$ cat src/rtl/chimp_pkg.sv
// rtl/chimp_pkg.sv - chimp-test grid geometry, widths and drawer state encoding
package chimp_pkg;

    localparam int X_W      = 10;
    localparam int Y_W      = 9;
    localparam int IDX_W    = 3;
    localparam int CNT_W    = 5;
    localparam int COLOUR_W = 3;

    // Shared with the mouse hit-test decoder so box edges line up exactly.
    localparam int X_ORIGIN = 17;
    localparam int X_PITCH  = 37;
    localparam int Y_ORIGIN = 8;
    localparam int Y_PITCH  = 28;
    localparam int BOX_W    = 20;
    localparam int BOX_H    = 20;
    localparam int GRID_N   = 8;

    typedef enum logic [1:0] {
        IDLE,
        DRAW,
        DONE
    } drawStateT;

endpackage

$ cat src/rtl/chimp_box_origin.sv
// rtl/chimp_box_origin.sv - box (col,row) to top-left pixel via shift-add multiply
module chimp_box_origin
    import chimp_pkg::*;
(
    input  logic [IDX_W-1:0] boxX,
    input  logic [IDX_W-1:0] boxY,
    output logic [X_W-1:0]   baseX,
    output logic [Y_W-1:0]   baseY
);

    always_comb begin
        baseX = X_W'(X_ORIGIN);
        baseY = Y_W'(Y_ORIGIN);
        for (int i = 0; i < IDX_W; i++) begin
            if (boxX[i]) baseX = baseX + (X_W'(X_PITCH) << i);
            if (boxY[i]) baseY = baseY + (Y_W'(Y_PITCH) << i);
        end
    end

endmodule

$ cat src/rtl/chimp_box_drawer.sv
// rtl/chimp_box_drawer.sv - rasterises one chimp-test grid box into VGA pixel writes
module chimp_box_drawer
    import chimp_pkg::*;
(
    input  logic                clk,
    input  logic                iReset,
    input  logic                iStart,
    input  logic [IDX_W-1:0]    iBoxX,
    input  logic [IDX_W-1:0]    iBoxY,
    input  logic [COLOUR_W-1:0] iColour,
    output logic [X_W-1:0]      oX,
    output logic [Y_W-1:0]      oY,
    output logic [COLOUR_W-1:0] oColour,
    output logic                oPlot,
    output logic                oBusy,
    output logic                oDone
);

    localparam logic [CNT_W-1:0] LAST_X = CNT_W'(BOX_W - 1);
    localparam logic [CNT_W-1:0] LAST_Y = CNT_W'(BOX_H - 1);

    drawStateT        state;
    logic [X_W-1:0]   originX, baseX;
    logic [Y_W-1:0]   originY, baseY;
    logic [CNT_W-1:0] cx, cy, nextCx, nextCy;

    chimp_box_origin uOrigin (
        .boxX  (iBoxX),
        .boxY  (iBoxY),
        .baseX (originX),
        .baseY (originY)
    );

    // cx/cy track the pixel currently on the outputs; next* is the one registered this edge.
    always_comb begin
        nextCx = cx + CNT_W'(1);
        nextCy = cy;
        if (cx == LAST_X) begin
            nextCx = '0;
            nextCy = cy + CNT_W'(1);
        end
    end

    always_ff @(posedge clk or posedge iReset) begin
        if (iReset) begin
            state   <= IDLE;
            baseX   <= '0;
            baseY   <= '0;
            cx      <= '0;
            cy      <= '0;
            oX      <= '0;
            oY      <= '0;
            oColour <= '0;
            oPlot   <= 1'b0;
            oBusy   <= 1'b0;
            oDone   <= 1'b0;
        end else begin
            case (state)
                IDLE: begin
                    if (iStart) begin
                        // First pixel goes out on the accept edge itself.
                        baseX   <= originX;
                        baseY   <= originY;
                        oX      <= originX;
                        oY      <= originY;
                        oColour <= iColour;
                        oPlot   <= 1'b1;
                        oBusy   <= 1'b1;
                        cx      <= '0;
                        cy      <= '0;
                        state   <= DRAW;
                    end
                end
                DRAW: begin
                    if (cx == LAST_X && cy == LAST_Y) begin
                        oPlot <= 1'b0;
                        oDone <= 1'b1;
                        state <= DONE;
                    end else begin
                        oPlot <= 1'b1;
                        oX    <= baseX + X_W'(nextCx);
                        oY    <= baseY + Y_W'(nextCy);
                        cx    <= nextCx;
                        cy    <= nextCy;
                    end
                end
                DONE: begin
                    oDone <= 1'b0;
                    oBusy <= 1'b0;
                    state <= IDLE;
                end
                default: state <= IDLE;
            endcase
        end
    end

endmodule
$ cat config.mk
export PLATFORM = sky130hd
export DESIGN_NAME = chimp_box_drawer
export DESIGN_NICKNAME = d
export VERILOG_FILES = /design/src/rtl/chimp_pkg.sv /design/src/rtl/chimp_box_origin.sv /design/src/rtl/chimp_box_drawer.sv
export SDC_FILE = /design/constraint.sdc
export NUM_CORES = 1
export LEC_CHECK = 0
export BUFFER_PORTS_ARGS = -buffer_cell sky130_fd_sc_hd__buf_2
export CELL_PAD_IN_SITES_DETAIL_PLACEMENT = 1
export CELL_PAD_IN_SITES_GLOBAL_PLACEMENT = 1
export CORE_MARGIN = 5
export CORE_UTILIZATION = 45
export DETAILED_ROUTE_END_ITERATION = 16
export PLACE_DENSITY = 0.86
export SYNTH_ARGS = -nofsm -noshare
export SYNTH_HDL_FRONTEND = slang
export SYNTH_SLANG_ARGS = --single-unit
$ cat constraint.sdc
create_clock -name clk -period 3.2 [get_ports clk]
set_input_delay 0.64 -clock clk [delete_from_list [all_inputs] [get_ports clk]]
set_output_delay 0.64 -clock clk [all_outputs]
set_load 0.005 [all_outputs]
# Word level (Yosys, flattened, before mapping)
# Index checks and enable logic that the tools add are counted.
[op_classes] n_eq_ne=7 n_addsub=8 n_reduce_logical=11 mux=28
[op_table] operator="10-bit 2-to-1 mux" count=4
[op_table] operator="9-bit 2-to-1 mux" count=4
[op_table] operator="5-bit 2-to-1 mux" count=5
[op_table] operator="10-bit one-hot mux with 2 select lines" count=1
[op_table] operator="5-bit one-hot mux with 2 select lines" count=2
[op_table] operator="9-bit one-hot mux with 2 select lines" count=1
[op_table] operator="6-bit 2-to-1 mux" count=2
[op_table] operator="10-bit by 5-bit adder with 10-bit output" count=1
[op_table] operator="10-bit by 8-bit adder with 10-bit output, second input constant" count=1
[op_table] operator="5-bit by 1-bit adder with 5-bit output, second input constant" count=2
[op_table] operator="5-bit equality test, second input constant" count=2
[op_table] operator="2-bit AND reduction" count=5
[op_table] operator="9-bit by 5-bit adder with 9-bit output" count=1
[op_table] operator="9-bit by 7-bit adder with 9-bit output, second input constant" count=1
[op_table] operator="6-bit by 7-bit adder with 8-bit output, second input constant" count=1
[op_table] operator="6-bit by 6-bit adder with 7-bit output, second input constant" count=1
[op_table] operator="2-bit != test, second input constant" count=3
[op_table] operator="1-bit one-hot mux with 2 select lines" count=3
[op_table] operator="2-bit nonzero test" count=3
[op_table] operator="2-bit 2-to-1 mux" count=2
[op_table] operator="2-bit one-hot mux with 2 select lines" count=1
[op_table] operator="1-bit 2-to-1 mux" count=3
[op_table] operator="3-bit AND reduction" count=1
[op_table] operator="2-bit by 1-bit equality test with 1-bit output, second input constant" count=1
[op_table] operator="3 further kinds" count=3
[totals] regBits=56 input_bits=12

# Logic depth before layout (Yosys ltp)
# Gate-level depths: netlist of the first run.
[depth] word_depth=7 mapped_depth=11

# Modules after synthesis
# From an unflattened synthesis of the first run, not the netlist that was laid out.
[unflattened] hier_cells=395 hier_area_um2=3448.3
[by_module_without_submodules] mod="chimp_box_drawer" area_each_um2=3186.8 instances=1 seq_area_each_um2=1401.3 cells_each=361
[by_module_without_submodules] mod="chimp_box_origin" area_each_um2=261.5 instances=1 seq_area_each_um2=0.0 cells_each=34

# Worst setup path before layout of the first run
# Ideal clock, no wire load.
[synth_timing] path_kind="register to register" start="register cx[0]" end="register oX[8]" stages_incl_launch_ff=11 t_required_ps=3118 path_slack_ps=618 arrival_time_ps=2500 path_buffers=1 cell_sequence="dfrtp_1 -> ha_1 -> and4bb_2 -> buf_2 -> nor2_1 -> ha_1 -> fa_1 -> a21o_1 -> and3_1 -> o31a_1 -> a31oi_1"
[synth_via] elab_chain_len=5
[synth_lines] item="from (decl)" line="chimp_box_drawer.sv:25" source="logic [CNT_W-1:0] cx, cy, nextCx, nextCy;"
[synth_lines] item="from (signal assigned)" line="chimp_box_drawer.sv:83" source="cx <= nextCx;"
[synth_lines] item="5-bit by 1-bit adder with 5-bit output or 5-bit equality test (tied branches)" line="chimp_box_drawer.sv:36, chimp_box_drawer.sv:38, chimp_box_drawer.sv:75"
[synth_lines] item="5-bit 2-to-1 mux" line="chimp_box_drawer.sv:38" source="if (cx == LAST_X) begin"
[synth_lines] item="10-bit by 5-bit adder with 10-bit output" line="chimp_box_drawer.sv:81" source="oX <= baseX + X_W'(nextCx);"
[synth_lines] item="10-bit 2-to-1 mux" line="chimp_box_drawer.sv:75" source="if (cx == LAST_X && cy == LAST_Y) begin"
[synth_lines] item="10-bit one-hot mux with 2 select lines" line="chimp_box_drawer.sv:58" source="case (state)"
[synth_lines] item="to (signal assigned)" line="chimp_box_drawer.sv:64" source="oX <= originX;"
[synth_lines] item="to (signal assigned)" line="chimp_box_drawer.sv:81"
[synth_lines] item="to (decl)" line="chimp_box_drawer.sv:11" source="output logic [X_W-1:0] oX,"
# Parallel ways exist; a longest one is shown, timed or not. The select of a mux whose other input is x is not followed.
# A chain may end at the register's enable or synchronous reset.

# Worst setup path in the final report of the first run
# Same ends and word-level chain as after synthesis.

==> flow_metrics.tcl, run 1 <==
set metrics [dict create \
    outcome "complete, no violations" \
    finalCritPeriodShare_pct 86.20 \
    die_x_um 90.70 \
    hold_path.class "flip-flop to flip-flop" \
    synth_top_area_share_pct 41.84 \
    critPathCaptureType "flip-flop" \
    crit_family "adder cells" \
    io_buffers 36 \
    whs_endpoint "oPlot$_DFFE_PP0P_" \
    syn_inst 303 \
    row_count 29 \
    synth_mux_area_share_pct 5.679 \
    fin_skew_ns 0.008793 \
    critPathMaxStageDelay_ns 0.43 \
    htree_levels 2 \
    maxSlewViolCount 0 \
    leakage_nw 1.519 \
    io_pins 37 \
    crit_slowest_cell "and4bb_2" \
    die_height_um 90.70 \
    synthArstFlopShare_pct 100.0 \
    grt_max_degree 50 \
    dp_hpwl_mm 5.405 \
    viasPerCell 5.846 \
    power_density_nw_per_um2 794.0 \
    root_buffer "clkbuf_8" \
    synth_seq_cells 49 \
    synth_top_family_by_area "simple AND/OR/NAND/NOR gates" \
    syn-mean-instance-area_sq_um 9.671 \
    synth_compound_area_share_pct 17.04 \
    path_buf_inv 0 \
    rsz0062_at_grt "false" \
    drc 0 \
    cts_resized 0 \
    fin_area_sq_um 3227 \
    antenna_found_initial 0 \
    first_global_vias 2514 \
    placed_area_sq_um 3143 \
    hold_depth 2 \
    syn-cell-area_sq_um 2930 \
    cts_buffers 5 \
    vias 2397 \
    synth.largest_area_cell "dfrtp_1" \
    cts_hold_buf 0 \
    hp-start "oPlot$_DFFE_PP0P_" \
    finalWeightedCongestion 0.8190 \
    reg2reg_to "oX[8]$_DFFE_PP0P_" \
    fmax_ghz 0.3625 \
    period_needed_ns 2.758 \
    synth.most_common_cell "dfrtp_1" \
    worst_setup_path_start_kind "flip-flop" \
    syn_nets 334 \
    final_nets 363 \
    critPathRequiredTime_ns 3.44 \
    yosys_warnings 0 \
    hold_viol_final 0 \
    wire_per_inst_um 18.02 \
    clock_latency_ns 0.32 \
    synthDistinctLibCells 54 \
    grt.overflow.total 0 \
    core_area_sq_um 6350 \
    path_class "flip-flop to flip-flop" \
    drive_above_1_share_pct 19.52 \
    setup_violations 0 \
    die_area_sq_um 8226 \
    rrSetupSlack_ns 0.44 \
    synth_simple_gate_area_share_pct 18.15 \
    arrival_ns 3.00 \
    syn2layout_area_growth_pct 10.12 \
    slew_headroom_pct 28.56 \
    fin_hold_ws_ns 0.4852 \
    reg2reg_from "cx[0]$_DFFE_PP0P_" \
    wl_mm 7.388 \
    worst_slew_pin_slew_ns 1.069 \
    grt_pass1_wl_mm 12.46 \
    synth_commonest_cells "dfrtp_1, nand2_1, o21ai_0" \
    grt_use_total_pct 18.42 \
    dr.first_iter.drc_count 102 \
    clkTransAtPathRegs_ns 0.10 \
    cts_tree "yes" \
    firstDrtPassIters 4 \
    vdd_drop_max_mv 0.4231 \
    crit_path_cell_trace "ha_1 > and4bb_2 > nor2_1 > ha_1 > fa_1 > a21o_1 > and3_1 > o31a_1 > a31oi_1" \
    ys_seq_area_share_pct 41.84 \
    antenna_cells 0 \
    clock_path_buffers 2 \
    yosys.area_share.xor_xnor_pct 3.587 \
    synthTopCellsByArea "dfrtp_1, ha_1, nand2_1" \
    synthFlopType "dfrtp_1" \
    post_cts_buffers 0 \
    worst_path_most_repeated_cell "ha_1" \
    fin_tns_setup_ns 0 \
    clock_sink_count 49 \
    synth_edf_count 0 \
    r2r_cells 9 \
    fillerInstances 724 \
    yosys.area_share.adder_pct 8.625 \
    path_max_fanout 12 \
    start_util_pct 46.15 \
    drv_cap 0 \
    ant_nets 0 \
]
-- worst max path at each step --
| stage | start | to | slack [ns] | depth (start not counted) |
|---|---|---|---|---|
| 2_1_floorplan | cx[0]$_DFFE_PP0P_ | oX[8]$_DFFE_PP0P_ | 0.62 | 10 |
| 3_3_place_gp | cx[0]$_DFFE_PP0P_ | oX[8]$_DFFE_PP0P_ | 0.58 | 9 |
| 3_5_place_dp | cx[0]$_DFFE_PP0P_ | oX[8]$_DFFE_PP0P_ | 0.48 | 9 |
| 4_1_cts | cx[0]$_DFFE_PP0P_ | oX[8]$_DFFE_PP0P_ | 0.44 | 9 |
| 5_1_grt | cx[0]$_DFFE_PP0P_ | oY[5]$_DFFE_PP0P_ | 0.28 | 9 |
| 6_report | cx[0]$_DFFE_PP0P_ | oX[8]$_DFFE_PP0P_ | 0.44 | 9 |
-- state kept, by name, summed over array words and instances, names as in the netlist --
signal and cells:
oBusy 1, cy 3, baseY 6, state 2
oX 10, oColour 3, baseX 8, cx 5
oY 9, oPlot 1, oDone 1
-- where the power goes --
part | internal, mW | switching [mW] | total, mW
Clock | 0.155 | 0.225 | 0.380
Combinational | 0.565 | 0.638 | 1.20
Sequential | 0.811 | 0.168 | 0.979
-- cell type report --
type	instances	area, sq um	share of cell area [%]
Timing Repair Buffer	40	210.2	6.514
Sequential cell	49	1226	38.00
Inverter	14	55.05	1.706
Clock inverter	1	7.507	0.2326
Tap cell	77	96.34	2.986
Multi-Input combinational cell	222	1555	48.20
Clock buffer	7	76.32	2.365
-- placed cells by master, fill, tap and decap left out, types with 2 or more instances in the layout --
cell,instances
nand2_1,34
o22ai_1,3
nor2_1,15
a21o_1,5
mux2_2,9
o21bai_1,2
a22o_1,6
and4b_1,2
and2_1,2
fa_1,2
o21a_1,2
dfrtp_1,49
buf_4,4
a31oi_1,5
inv_1,12
nand2b_1,3
nor3_1,9
clkbuf_1,2
nand3_1,11
xnor2_1,10
nand3b_1,3
nor2b_1,5
mux2i_1,5
nor3b_1,2
clkbuf_8,5
ha_1,17
a211oi_1,2
a21oi_1,17
buf_2,36
o31ai_1,3
and3_1,6
o22a_1,2
o21ai_0,18
o211ai_1,2
nand4_1,2
xor2_1,2
-- tightest hold or removal path: stages (launching register included) --
cell	delay, ns
dfrtp_1	0.36
nand2_1	0.05
nand2_1	0.05
-- logic make-up (layout without fill, tap and decap cells) --
logic type | count (synthesis) | after routing
adders and majority gates | 19 | 19
and+or+nand+nor | 101 | 101
DFF | 49 | 49
muxes | 15 | 15
buffers and inverters | 32 | 62
xor gates and xnor gates | 12 | 12
AOI/OAI and AO/OA | 75 | 75
-- layer usage --
metal  routed length, um  vias up  GRT usage, %  part of all wire, %
li1                    -     1136             -                    -
met1                3497     1208         24.88                   47
met2                3542       44         29.90                   48
met3                 266        9         3.917                  3.6
met4                  82        0         4.715                  1.1
met5                   0        -             0                    0
-- per-stage QoR --
step	setup WS [ns]	cells	util, %	total power [mW]
floorplan	0.6184	303	-	1.829
global placement	0.5764	402	49.50	2.116
detailed placement	0.4830	402	49.50	2.187
CTS	0.4376	410	50.82	2.570
global route	0.2848	410	50.82	2.746
finish	0.4415	410	50.82	2.562
No activity file was read; power rests on OpenSTA's default activity.
==> run 2: changes to the inputs <==
==> constraint.sdc (replaced) <==
create_clock -name clk -period 3.2 [get_ports clk]
set_input_delay 0.32 -clock clk [delete_from_list [all_inputs] [get_ports clk]]
set_output_delay 0.32 -clock clk [all_outputs]
set_load 0.005 [all_outputs]
==> flow_metrics.tcl, run 2 (synthesis gave the netlist of run 1 again) <==
set metrics [dict create \
    route.met2.wl_mm 3.592 \
    arrival_ns 3.24 \
    vias 2412 \
    crit_path_cell_trace "ha_1 > and4bb_2 > nand4_1 > xnor2_1 > ha_1 > a21oi_1 > a21oi_1 > nor3_1 > o22a_1" \
    maxSlewViolCount 0 \
    met3_length_um 314 \
    dp_hpwl_mm 5.394 \
    hp-start "iColour[0]" \
    slew_headroom_pct 29.41 \
    grt_pass1_wl_mm 13.05 \
    setup_violations 0 \
    root_buffer "clkbuf_8" \
    first_global_vias 2583 \
    path_class "flip-flop to flip-flop" \
    clock_sink_count 49 \
    drc 0 \
    rrSetupSlack_ns 0.22 \
    mostFrequentLayoutCells "dfrtp_1, buf_2, nand2_1, o21ai_0" \
    drive_above_1_share_pct 19.82 \
    hold_depth 3 \
    cts_hold_buf 0 \
    antenna_found_initial 0 \
    antenna_cells 0 \
    crit_family "simple AND/OR/NAND/NOR gates" \
    path_max_fanout 12 \
    core_area_sq_um 6350 \
    cp_num_cells 9 \
    reg2reg_to "oY[5]$_DFFE_PP0P_" \
    vdd_drop_max_mv 0.4104 \
    reg2reg_from "cx[0]$_DFFE_PP0P_" \
    die_height_um 90.70 \
    hold_path.class "primary input to flip-flop" \
    grt_use_total_pct 19.34 \
    layout.cells.non_filler 410 \
    largest_reg_flops 10 \
    htree_levels 2 \
    io_buffers 36 \
    rsz0062_at_grt "false" \
    outcome "complete, no violations" \
    cts_buffers 5 \
    drv_cap 0 \
    period_needed_ns 2.984 \
    reg_top3 "oX x10, oY x9, baseX x8" \
    critPathRequiredTime_ns 3.46 \
    fin_skew_ns 0.009105 \
    finalCritPeriodShare_pct 93.25 \
    syn2layout_area_growth_pct 11.23 \
    wire_per_inst_um 18.64 \
    routed.top_layer "met4" \
    start_util_pct 46.15 \
    path_buf_inv 0 \
    leakage_nw 1.539 \
    viasPerCell 5.883 \
    crit_slowest_cell "and4bb_2" \
    cts_tree "yes" \
    wl_met1_mm 3.582 \
    worst_setup_path_start_kind "flip-flop" \
    row_count 29 \
    die_x_um 90.70 \
    grt.overflow.total 0 \
    finalWeightedCongestion 0.8501 \
    final_common_cell "dfrtp_1" \
    final_nets 363 \
    critPathMaxStageDelay_ns 0.45 \
    io_pins 37 \
    power_density_nw_per_um2 818.2 \
    die_area_sq_um 8226 \
    dr.first_iter.drc_count 205 \
    fillerInstances 733 \
    wl_mm 7.642 \
    firstDrtPassIters 4 \
    clkTransAtPathRegs_ns 0.09 \
    regMostFlops "oX" \
    clock_latency_ns 0.32 \
    fin_tns_setup_ns 0 \
    dp_cells 402 \
    ant_nets 0 \
    r2r_cells 9 \
    worst_slew_pin_slew_ns 1.057 \
    whs_endpoint "oColour[0]$_DFFE_PP0P_" \
    hold_viol_final 0 \
    critPathCaptureType "flip-flop" \
    cts_resized 0 \
    post_cts_buffers 0 \
    clock_path_buffers 2 \
    fmax_ghz 0.3351 \
    grt_max_degree 50 \
]
[run 2: changes by cell type in the layout (fill, tap and decap cells not counted), sizes merged]
| cell | before | now |
|---|---|---|
| bufinv | 0 | 1 |
| clkinvlp | 1 | 0 |
[run 2: stage by stage]
stage | util [%] | total power, mW | hold slack (ns) | setup WS (ns) | instance area [sq um]
after floorplan | - | 1.829 | 0.4254 | 0.6184 | 2930
after global placement | 49.50 | 2.114 | 0.4536 | 0.5650 | 3143
after detailed placement | 49.50 | 2.179 | 0.4583 | 0.2923 | 3143
after CTS | 51.33 | 2.681 | 0.1931 | 0.2407 | 3259
after global routing | 51.33 | 2.857 | 0.2070 | 0.03222 | 3259
final | 51.33 | 2.667 | 0.1931 | 0.2160 | 3259
[run 2: layout make-up]
| class | count | area [sq um] | area share, % |
|---|---|---|---|
| Timing Repair Buffer | 40 | 210.2 | 6.449 |
| Tap cell | 77 | 96.34 | 2.956 |
| Multi-Input combinational cell | 222 | 1555 | 47.72 |
| Sequential cell | 49 | 1226 | 37.62 |
| Clock buffer | 7 | 86.33 | 2.649 |
| Clock inverter | 1 | 30.03 | 0.9213 |
| Inverter | 14 | 55.05 | 1.689 |
[run 2: metal layers]
metal	GRT usage, %	vias up
met1	25.79	1217
met3	3.250	14
met2	31.42	50
li1	-	1131
met4	7.072	0
met5	0	-
[run 2: worst reg2reg max path: cells and delay by family (launching register included)]
kind            cells  cell delay, ns
flops               1            0.41
simple gates        3            0.92
xor+xnor            1            0.32
compound gates      3            0.64
fa+ha+maj           2            0.64
[run 2: worst max-delay path by stage]
stage,from,end,slack [ns]
6_report,cx[0]$_DFFE_PP0P_,oY[5]$_DFFE_PP0P_,0.22
5_1_grt,cx[0]$_DFFE_PP0P_,oY[5]$_DFFE_PP0P_,0.03
4_1_cts,cx[0]$_DFFE_PP0P_,oY[5]$_DFFE_PP0P_,0.24
3_5_place_dp,cx[0]$_DFFE_PP0P_,oY[5]$_DFFE_PP0P_,0.29
3_3_place_gp,cx[0]$_DFFE_PP0P_,oX[8]$_DFFE_PP0P_,0.56
2_1_floorplan,cx[0]$_DFFE_PP0P_,oX[8]$_DFFE_PP0P_,0.62
[run 2: power by group]
part	switching, mW	leakage (nW)	internal, mW
Clock	0.220	0.0585	0.255
Combinational	0.652	0.878	0.561
Sequential	0.166	0.603	0.811
